===== src/rtl/ex_muldiv.sv =====
// Multi-cycle RV32M execute unit: radix-2 shift-add multiplier and restoring
// divider sharing one XLEN-iteration datapath, with pipeline hold and writeback.
module ex_muldiv #(
   parameter int XLEN  = 32,
   parameter int CNT_W = 6
) (
   input  logic            clk,
   input  logic            rst_n,
   input  logic            i_start,
   input  logic [2:0]      i_op_sel,
   input  logic [XLEN-1:0] i_op1,
   input  logic [XLEN-1:0] i_op2,
   input  logic [4:0]      i_rd_addr2ex,
   input  logic            i_flush,
   output logic            o_hold2ctrl,
   output logic [4:0]      o_rd_addr,
   output logic [XLEN-1:0] o_rd_data,
   output logic            o_rd_wen2reg,
   output logic            o_busy
);

   typedef enum logic [1:0] {S_IDLE, S_CALC, S_DONE} state_t;

   state_t            r_state;
   logic [CNT_W-1:0]  r_cnt;
   logic [2:0]        r_op;
   logic              r_neg;
   logic [4:0]        r_rdLatch;
   logic [XLEN-1:0]   r_acc;
   logic [XLEN-1:0]   r_mq;
   logic [XLEN-1:0]   r_opd;
   logic [4:0]        r_rd_addr;
   logic [XLEN-1:0]   r_rd_data;
   logic              r_wen;

   logic              w_signA;
   logic              w_signB;
   logic              w_neg;
   logic [XLEN-1:0]   w_absA;
   logic [XLEN-1:0]   w_absB;
   logic              w_divZero;
   logic              w_ovf;
   logic              w_special;
   logic [XLEN-1:0]   w_specVal;
   logic [XLEN:0]     w_addSum;
   logic [XLEN:0]     w_remSh;
   logic [XLEN:0]     w_diff;
   logic [XLEN-1:0]   w_accNext;
   logic [XLEN-1:0]   w_mqNext;
   logic [2*XLEN-1:0] w_prod;
   logic [2*XLEN-1:0] w_prodS;
   logic [XLEN-1:0]   w_quotS;
   logic [XLEN-1:0]   w_remS;
   logic [XLEN-1:0]   w_result;

   // Signed variants: MULH, MULHSU (op1 only), DIV, REM; MUL uses unsigned magnitudes.
   assign w_signA = ((i_op_sel == 3'd1) || (i_op_sel == 3'd2) ||
                     (i_op_sel == 3'd4) || (i_op_sel == 3'd6)) && i_op1[XLEN-1];
   assign w_signB = ((i_op_sel == 3'd1) || (i_op_sel == 3'd4) ||
                     (i_op_sel == 3'd6)) && i_op2[XLEN-1];
   assign w_absA  = w_signA ? (~i_op1 + 1'b1) : i_op1;
   assign w_absB  = w_signB ? (~i_op2 + 1'b1) : i_op2;
   assign w_neg   = (i_op_sel == 3'd6) ? w_signA : (w_signA ^ w_signB);

   assign w_divZero = i_op_sel[2] && (i_op2 == '0);
   assign w_ovf     = i_op_sel[2] && !i_op_sel[0] &&
                      (i_op1 == {1'b1, {(XLEN-1){1'b0}}}) && (i_op2 == '1);
   assign w_special = w_divZero || w_ovf;

   always_comb begin
      w_specVal = '0;
      if (w_divZero)
         w_specVal = i_op_sel[1] ? i_op1 : '1;
      else
         w_specVal = i_op_sel[1] ? '0 : i_op1;
   end

   assign w_addSum = {1'b0, r_acc} + {1'b0, (r_mq[0] ? r_opd : '0)};
   assign w_remSh  = {r_acc, r_mq[XLEN-1]};
   assign w_diff   = w_remSh - {1'b0, r_opd};

   always_comb begin
      w_accNext = w_addSum[XLEN:1];
      w_mqNext  = {w_addSum[0], r_mq[XLEN-1:1]};
      if (r_op[2]) begin
         if (!w_diff[XLEN]) begin
            w_accNext = w_diff[XLEN-1:0];
            w_mqNext  = {r_mq[XLEN-2:0], 1'b1};
         end else begin
            w_accNext = w_remSh[XLEN-1:0];
            w_mqNext  = {r_mq[XLEN-2:0], 1'b0};
         end
      end
   end

   // Result is formed from the final iteration's next-state so it can be registered into DONE.
   assign w_prod  = {w_accNext, w_mqNext};
   assign w_prodS = r_neg ? (~w_prod + 1'b1) : w_prod;
   assign w_quotS = r_neg ? (~w_mqNext + 1'b1) : w_mqNext;
   assign w_remS  = r_neg ? (~w_accNext + 1'b1) : w_accNext;

   always_comb begin
      w_result = w_remS;
      case (r_op)
         3'd0:             w_result = w_prodS[XLEN-1:0];
         3'd1, 3'd2, 3'd3: w_result = w_prodS[2*XLEN-1:XLEN];
         3'd4, 3'd5:       w_result = w_quotS;
         default:          w_result = w_remS;
      endcase
   end

   always_ff @(posedge clk or negedge rst_n) begin
      if (!rst_n) begin
         r_state   <= S_IDLE;
         r_cnt     <= '0;
         r_op      <= '0;
         r_neg     <= 1'b0;
         r_rdLatch <= '0;
         r_acc     <= '0;
         r_mq      <= '0;
         r_opd     <= '0;
         r_rd_addr <= '0;
         r_rd_data <= '0;
         r_wen     <= 1'b0;
      end else begin
         r_wen <= 1'b0;
         if (i_flush) begin
            r_state <= S_IDLE;
         end else begin
            case (r_state)
               S_IDLE: begin
                  if (i_start) begin
                     r_op      <= i_op_sel;
                     r_neg     <= w_neg;
                     r_rdLatch <= i_rd_addr2ex;
                     r_acc     <= '0;
                     r_cnt     <= '0;
                     r_mq      <= i_op_sel[2] ? w_absA : w_absB;
                     r_opd     <= i_op_sel[2] ? w_absB : w_absA;
                     if (w_special) begin
                        r_state   <= S_DONE;
                        r_wen     <= 1'b1;
                        r_rd_data <= w_specVal;
                        r_rd_addr <= i_rd_addr2ex;
                     end else begin
                        r_state <= S_CALC;
                     end
                  end
               end
               S_CALC: begin
                  r_acc <= w_accNext;
                  r_mq  <= w_mqNext;
                  r_cnt <= r_cnt + 1'b1;
                  if (r_cnt == CNT_W'(XLEN-1)) begin
                     r_state   <= S_DONE;
                     r_wen     <= 1'b1;
                     r_rd_data <= w_result;
                     r_rd_addr <= r_rdLatch;
                  end
               end
               default: r_state <= S_IDLE;
            endcase
         end
      end
   end

   assign o_hold2ctrl  = ((r_state == S_IDLE) && i_start && !i_flush && !w_special) ||
                         (r_state == S_CALC);
   assign o_rd_addr    = r_rd_addr;
   assign o_rd_data    = r_rd_data;
   assign o_rd_wen2reg = r_wen && !i_flush;
   assign o_busy       = (r_state != S_IDLE);

endmodule


===== config.mk =====
export PLATFORM = sky130hd
export DESIGN_NAME = ex_muldiv
export DESIGN_NICKNAME = d
export VERILOG_FILES = /design/src/rtl/ex_muldiv.sv
export SDC_FILE = /design/constraint.sdc
export NUM_CORES = 1
export LEC_CHECK = 0
export CAP_MARGIN = 20
export CORE_MARGIN = 10
export CORE_UTILIZATION = 66
export CTS_CLUSTER_SIZE = 25
export DETAILED_ROUTE_END_ITERATION = 8
export GPL_TIMING_DRIVEN = 0
export MAX_ROUTING_LAYER = met4
export PLACE_DENSITY_LB_ADDON = 0.15
export SETUP_SLACK_MARGIN = 0.3
export SLEW_MARGIN = 20
export SYNTH_ARGS = -nofsm -noshare
export SYNTH_HDL_FRONTEND = slang
export SYNTH_SLANG_ARGS = --single-unit
export TNS_END_PERCENT = 30

===== constraint.sdc =====
create_clock -name clk -period 9.07 [get_ports clk]
set_input_delay 1.814 -clock clk [delete_from_list [all_inputs] [get_ports clk]]
set_output_delay 1.814 -clock clk [all_outputs]
set_load 0.05 [all_outputs]

# --- After elaboration in Yosys (flattened, before gate mapping) ---
# Cells that the tools add are included.
classes:
  n_addsub: 8
  eq_ne: 18
  mux: 41
  bitwise: 7
  n_reduce_logical: 31
op_table:
  columns: ["operator", "count"]
  rows:
  - ["$mux 32", 18]
  - ["$pmux 32 s2", 3]
  - ["$add 32x1->32 const B", 4]
  - ["$not 32->32", 4]
  - ["$pmux 32 s3", 1]
  - ["$add 64x1->64 const B", 1]
  - ["$eq 32x32->1 const B", 2]
  - ["$mux 64", 1]
  - ["$not 64->64", 1]
  - ["$add 32x32->33", 1]
  - ["$sub 33x32->33", 1]
  - ["$logic_not 32->1", 1]
  - ["$mux 5", 3]
  - ["$eq 3x3->1 const B", 4]
  - ["$pmux 6 s2", 1]
  - ["$logic_and 1x1->1", 10]
  - ["$pmux 5 s2", 1]
  - ["$eq 3x2->1 const B", 3]
  - ["$mux 2", 4]
  - ["$logic_or 1x1->1", 7]
  - ["$add 6x1->6 const B", 1]
  - ["$eq 3x1->1 const B", 2]
  - ["$eq 6x5->1 const B", 1]
  - ["$mux 1", 6]
  - ["other kinds (17)", 24]
word_totals:
  reg_bits: 151
  input_bits: 76
  output_inout_bits: 40
  wordCells: 116

# --- Logic depth before layout (Yosys ltp) ---
logic_depth:
  word_depth: 9
  depth_mapped: 25
  ltp_nobuf: 24

# --- Worst setup path before layout ---
# Ideal clock, no wire load.
synth_timing:
  kind: "input to output"
  from: "in i_op2[13]"
  to: "out o_hold2ctrl"
  arrival_ns: 4.192
  required_ns: 7.256
  setup_slack_ns: 3.064
  stages: 8
  n_path_buf: 0
  path_cell_list: "nor4_1 > nand2_1 > or3_1 > nand2b_1 > or4b_1 > o21a_1 > and2_1 > or2_2"
synth_via:
  elab_chain_cells: 6
  elab_cells_between_ends: 8
  classes_between: "eq/ne (1); reduce/logical (7)"
synth_rtl:
  columns: ["item", "line_no", "text"]
  rows:
  - ["from (decl)", "12", "input logic [XLEN-1:0] i_op2,"]
  - ["$eq 32x32->1 or $logic_not 32->1 (tied branches)", "67, 65", null]
  - ["$logic_and 1x1->1, on equally long branches", "67, 65", null]
  - ["$logic_or 1x1->1 (*)", "68", "assign w_special = w_divZero || w_ovf;"]
  - ["$logic_not 1->1 (*)", "167", "assign o_hold2ctrl = ((r_state == S_IDLE) && i_start && !i_flush && !w_special) ||"]
  - ["$logic_and 1x1->1 (*)", "167", null]
  - ["$logic_or 1x1->1 (*)", "167", null]
  - ["to (decl)", "15", "output logic o_hold2ctrl,"]
# Every way passes the cells marked *; elsewhere a longest branch is shown, timed or not.

# --- Final worst setup path ---
layout_timing:
  from: "reg r_op[2]"
  to: "reg r_rd_data[18], in the netlist o_rd_data[18]"
layout_via:
  elab_chain_cells: 7
  elab_cells_between_ends: 22
  classes_between: "add/sub (3); eq/ne (5); mux (8); bitwise (3); reduce/logical (3)"
layout_rtl:
  columns: ["item", "line_no", "text"]
  rows:
  - ["from (decl)", "26", "logic [2:0] r_op;"]
  - ["from (signal assigned)", "133", "r_op <= i_op_sel;"]
  - ["$mux 32", "85", "if (r_op[2]) begin"]
  - ["$not 64->64 (tied with other cells)", "98", "assign w_prodS = r_neg ? (~w_prod + 1'b1) : w_prod;"]
  - ["$add 64x1->64 (tied with other cells)", "98", null]
  - ["$mux 64 (tied with other cells)", "98", null]
  - ["$pmux 32 s3 (*)", "104", "case (r_op)"]
  - ["$mux 32 (*)", "154", "if (r_cnt == CNT_W'(XLEN-1)) begin"]
  - ["$pmux 32 s2 (*)", "130", "case (r_state)"]
  - ["to (signal assigned)", "143", "r_rd_data <= w_specVal;"]
  - ["to (signal assigned)", "157", "r_rd_data <= w_result;"]
  - ["to (decl)", "33", "logic [XLEN-1:0] r_rd_data;"]
# Every way passes the cells marked *; elsewhere a longest branch is shown, timed or not. The select of a mux whose other input is x is not followed.
# A chain may end at the register's enable or synchronous reset.

==> results.tsv <==
metric	value	unit
worst_ep_required_time	9370	ps
yosysMostFrequentCell	nand2_1	
ys_seq_area_frac	0.231	
antenna_found_initial	4	
die_area	0.0315	sq mm
nets	2534	
clk_latency	460	ps
clock_skew	20.3	ps
wl	72600	microns
grtUsageTotal	0.459	
syn_inst	2253	
firstDrtPassIters	9	
fillers	1860	
worstMarginPinSlew	1150	ps
ys.warnings.count	0	
relSlewSlack	0.233	
synth_top_cell_area_share	0.231	
cts_tree	done	
die_x	177	microns
drive_gt1_frac	0.0471	
routedWlPerCell	26.6	microns
detail-route-antenna-nets	0	
finalPower	5.80	mW
dieHeight	177	microns
initialDrtViolationCount	3440	
io_buffers	113	
worst-path-max-fanout	11	
ys.flop_type	dfrtp_1	
period_share	0.990	
hp-class	reg2reg	
hold_slack	483	ps
ys_ff_latch	151	
cts_buffers	17	
root_buffer	clkbuf_16	
status	complete, no violations	
peakVddDrop	0.187	mV
async_flop_share	1.00	
vias	19900	
hold_viol	0	
routed.top_layer	met4	
drv_cap	0	
start_util	0.672	
h-tree-depth	4	
cts_buffer_depth	2	
drc	0	
gp_congestion	1.24	
synth_edf_count	0	
dr_wl_met3	11500	microns
row_count	57	
hpwl	55500	microns
endpoint_kind	flop	
ioPinCount	116	
synth_nets	2401	
holdBufCountCts	0	
p_per_area	313	mW/mm^2
viasPerCell	7.29	
p_leak	7.51	nW
startpoint_type	flop	
grt_pass1_wl	108000	microns
synth_area	0.0163	sq mm
crit_type	reg2reg	
setup_viol	0	
fmax	111	MHz
area_growth	13.3	%
slew_viol_final	0	
avgSynthCellArea	7.25	sq um
fin_crit	8980	ps
wl_met1	24500	microns
r2r_setup_slack	90	ps
wl_met2	30000	microns
grt_start_max_net_pins	94	
grt.overflow.total	0	
coreArea	0.0243	sq mm
yosys.area.top_type	dfrtp_1	
synth.distinct_cells	97	
crit_arrival	9280	ps
rsz0062_at_grt	no	
cts_num_sinks	151	
grt_pass1_vias	18700	
synthTopCellsByArea	dfrtp_1, o21ai_0, nand2_1	
ys_top_cells_by_count	nand2_1, o21ai_0, nor2_1	
clk_pin_slew_worst_paths	70	ps
state kept, by name (all words and copies together), names as in the netlist:
name / count
r_op: 3
r_opd: 32
r_mq: 32
r_state: 2
o_rd_data: 32
r_neg: 1
r_rdLatch: 5
r_cnt: 6
o_rd_addr: 5
r_wen: 1
r_acc: 32
worst paths after layout:
kind,endpoint,depth (start not counted),from
min in group asynchronous,r_opd[4],1,rst_n
max in group asynchronous,r_opd[26],2,rst_n
setup / recovery,o_rd_data[18],22,r_op[2]
hold / removal,r_rdLatch[0],2,r_rdLatch[0]
hold reg to reg,r_rdLatch[0],2,r_rdLatch[0]
setup reg to reg,o_rd_data[18],22,r_op[2]
cell families (layout without fill, tap and decap cells):
family	after synthesis	in the layout	synth area share
buffers and inverters	206	352	0.0496
and+or+nand+nor	834	834	0.242
other	0	4	0
AOI/OAI and AO/OA	751	751	0.288
muxes	70	70	0.0435
adders and majority gates	72	72	0.0560
xor gates and xnor gates	169	169	0.0906
DFF	151	151	0.231
cell usage in the layout (no fill, tap or decap), types with 14 or more instances in the layout:
master,synthesis,layout
nand4_1,30,30
nor2_1,208,208
xor2_1,72,72
nand3_1,44,44
xnor2_1,97,97
a211oi_1,15,15
inv_1,63,63
or3_1,23,23
clkdlybuf4s50_1,0,112
clkbuf_16,0,17
buf_1,16,14
a31oi_1,36,36
nand2_1,309,309
o211ai_1,21,21
nand2b_1,16,16
a21o_1,16,16
buf_2,22,22
o31ai_1,29,29
dfrtp_1,151,151
a22o_1,26,26
ha_1,70,70
a21oi_1,201,201
and2_1,42,42
clkbuf_1,101,101
mux2i_1,62,62
o21ai_0,247,247
nor3_1,54,54
routing by layer:
metal,track usage,up-vias
li1,-,8452
met5,-,-
met3,0.146,559
met2,0.666,1927
met1,0.529,8953
met4,0.331,0
cell type report:
type	count	area, sq um	area share
repair buffers	114	1160	0.0628
flip-flops and latches	151	3780	0.204
inverters	64	240	0.0130
diodes	4	10.0	0.000541
clock inverters	14	139	0.00750
clock buffers	18	429	0.0232
well taps	324	405	0.0219
multi-input cells	1896	11800	0.635
plain buffers	142	586	0.0316
critical path, stage by stage, from the launching register on:
cell             delay [ps]
dfrtp_1                 500
buf_2                   450
buf_2                   480
buf_2                   380
buf_2                   350
buf_2                   340
buf_2                   410
clkdlybuf4s15_1         780
clkdlybuf4s15_2         680
clkbuf_2                460
mux2i_1                 400
ha_1                    260
o2111ai_1               300
nor2_1                  240
nand3_1                 170
or2_0                   370
nor2_1                  310
a21oi_1                 220
o41ai_2                 610
nand3_1                 180
xnor2_1                 190
a222oi_1                540
o21ai_0                 170
repair_timing:
item / 4_1_cts / 5_1_grt
resized for setup: 2 / 4
setup endpoints to repair: 1 / 5
setup buffers: 0 / 0
through the flow:
stage	setup TNS [ps]	worst slack [ps]	instances	util	area, sq um
floorplan	0	3060	2253	-	16300
global placement	-22510	-167	2690	0.735	17900
detailed placement	0	332	2691	0.737	17900
CTS	0	459	2723	0.760	18500
global route	0	306	2726	0.761	18500
finish	0	86.3	2727	0.761	18500
where the power goes:
group          switching, mW  internal, mW
logic                   2.69          1.36
clock network          0.355         0.385
registers              0.204         0.810
No activity file was read; power rests on OpenSTA's default activity.
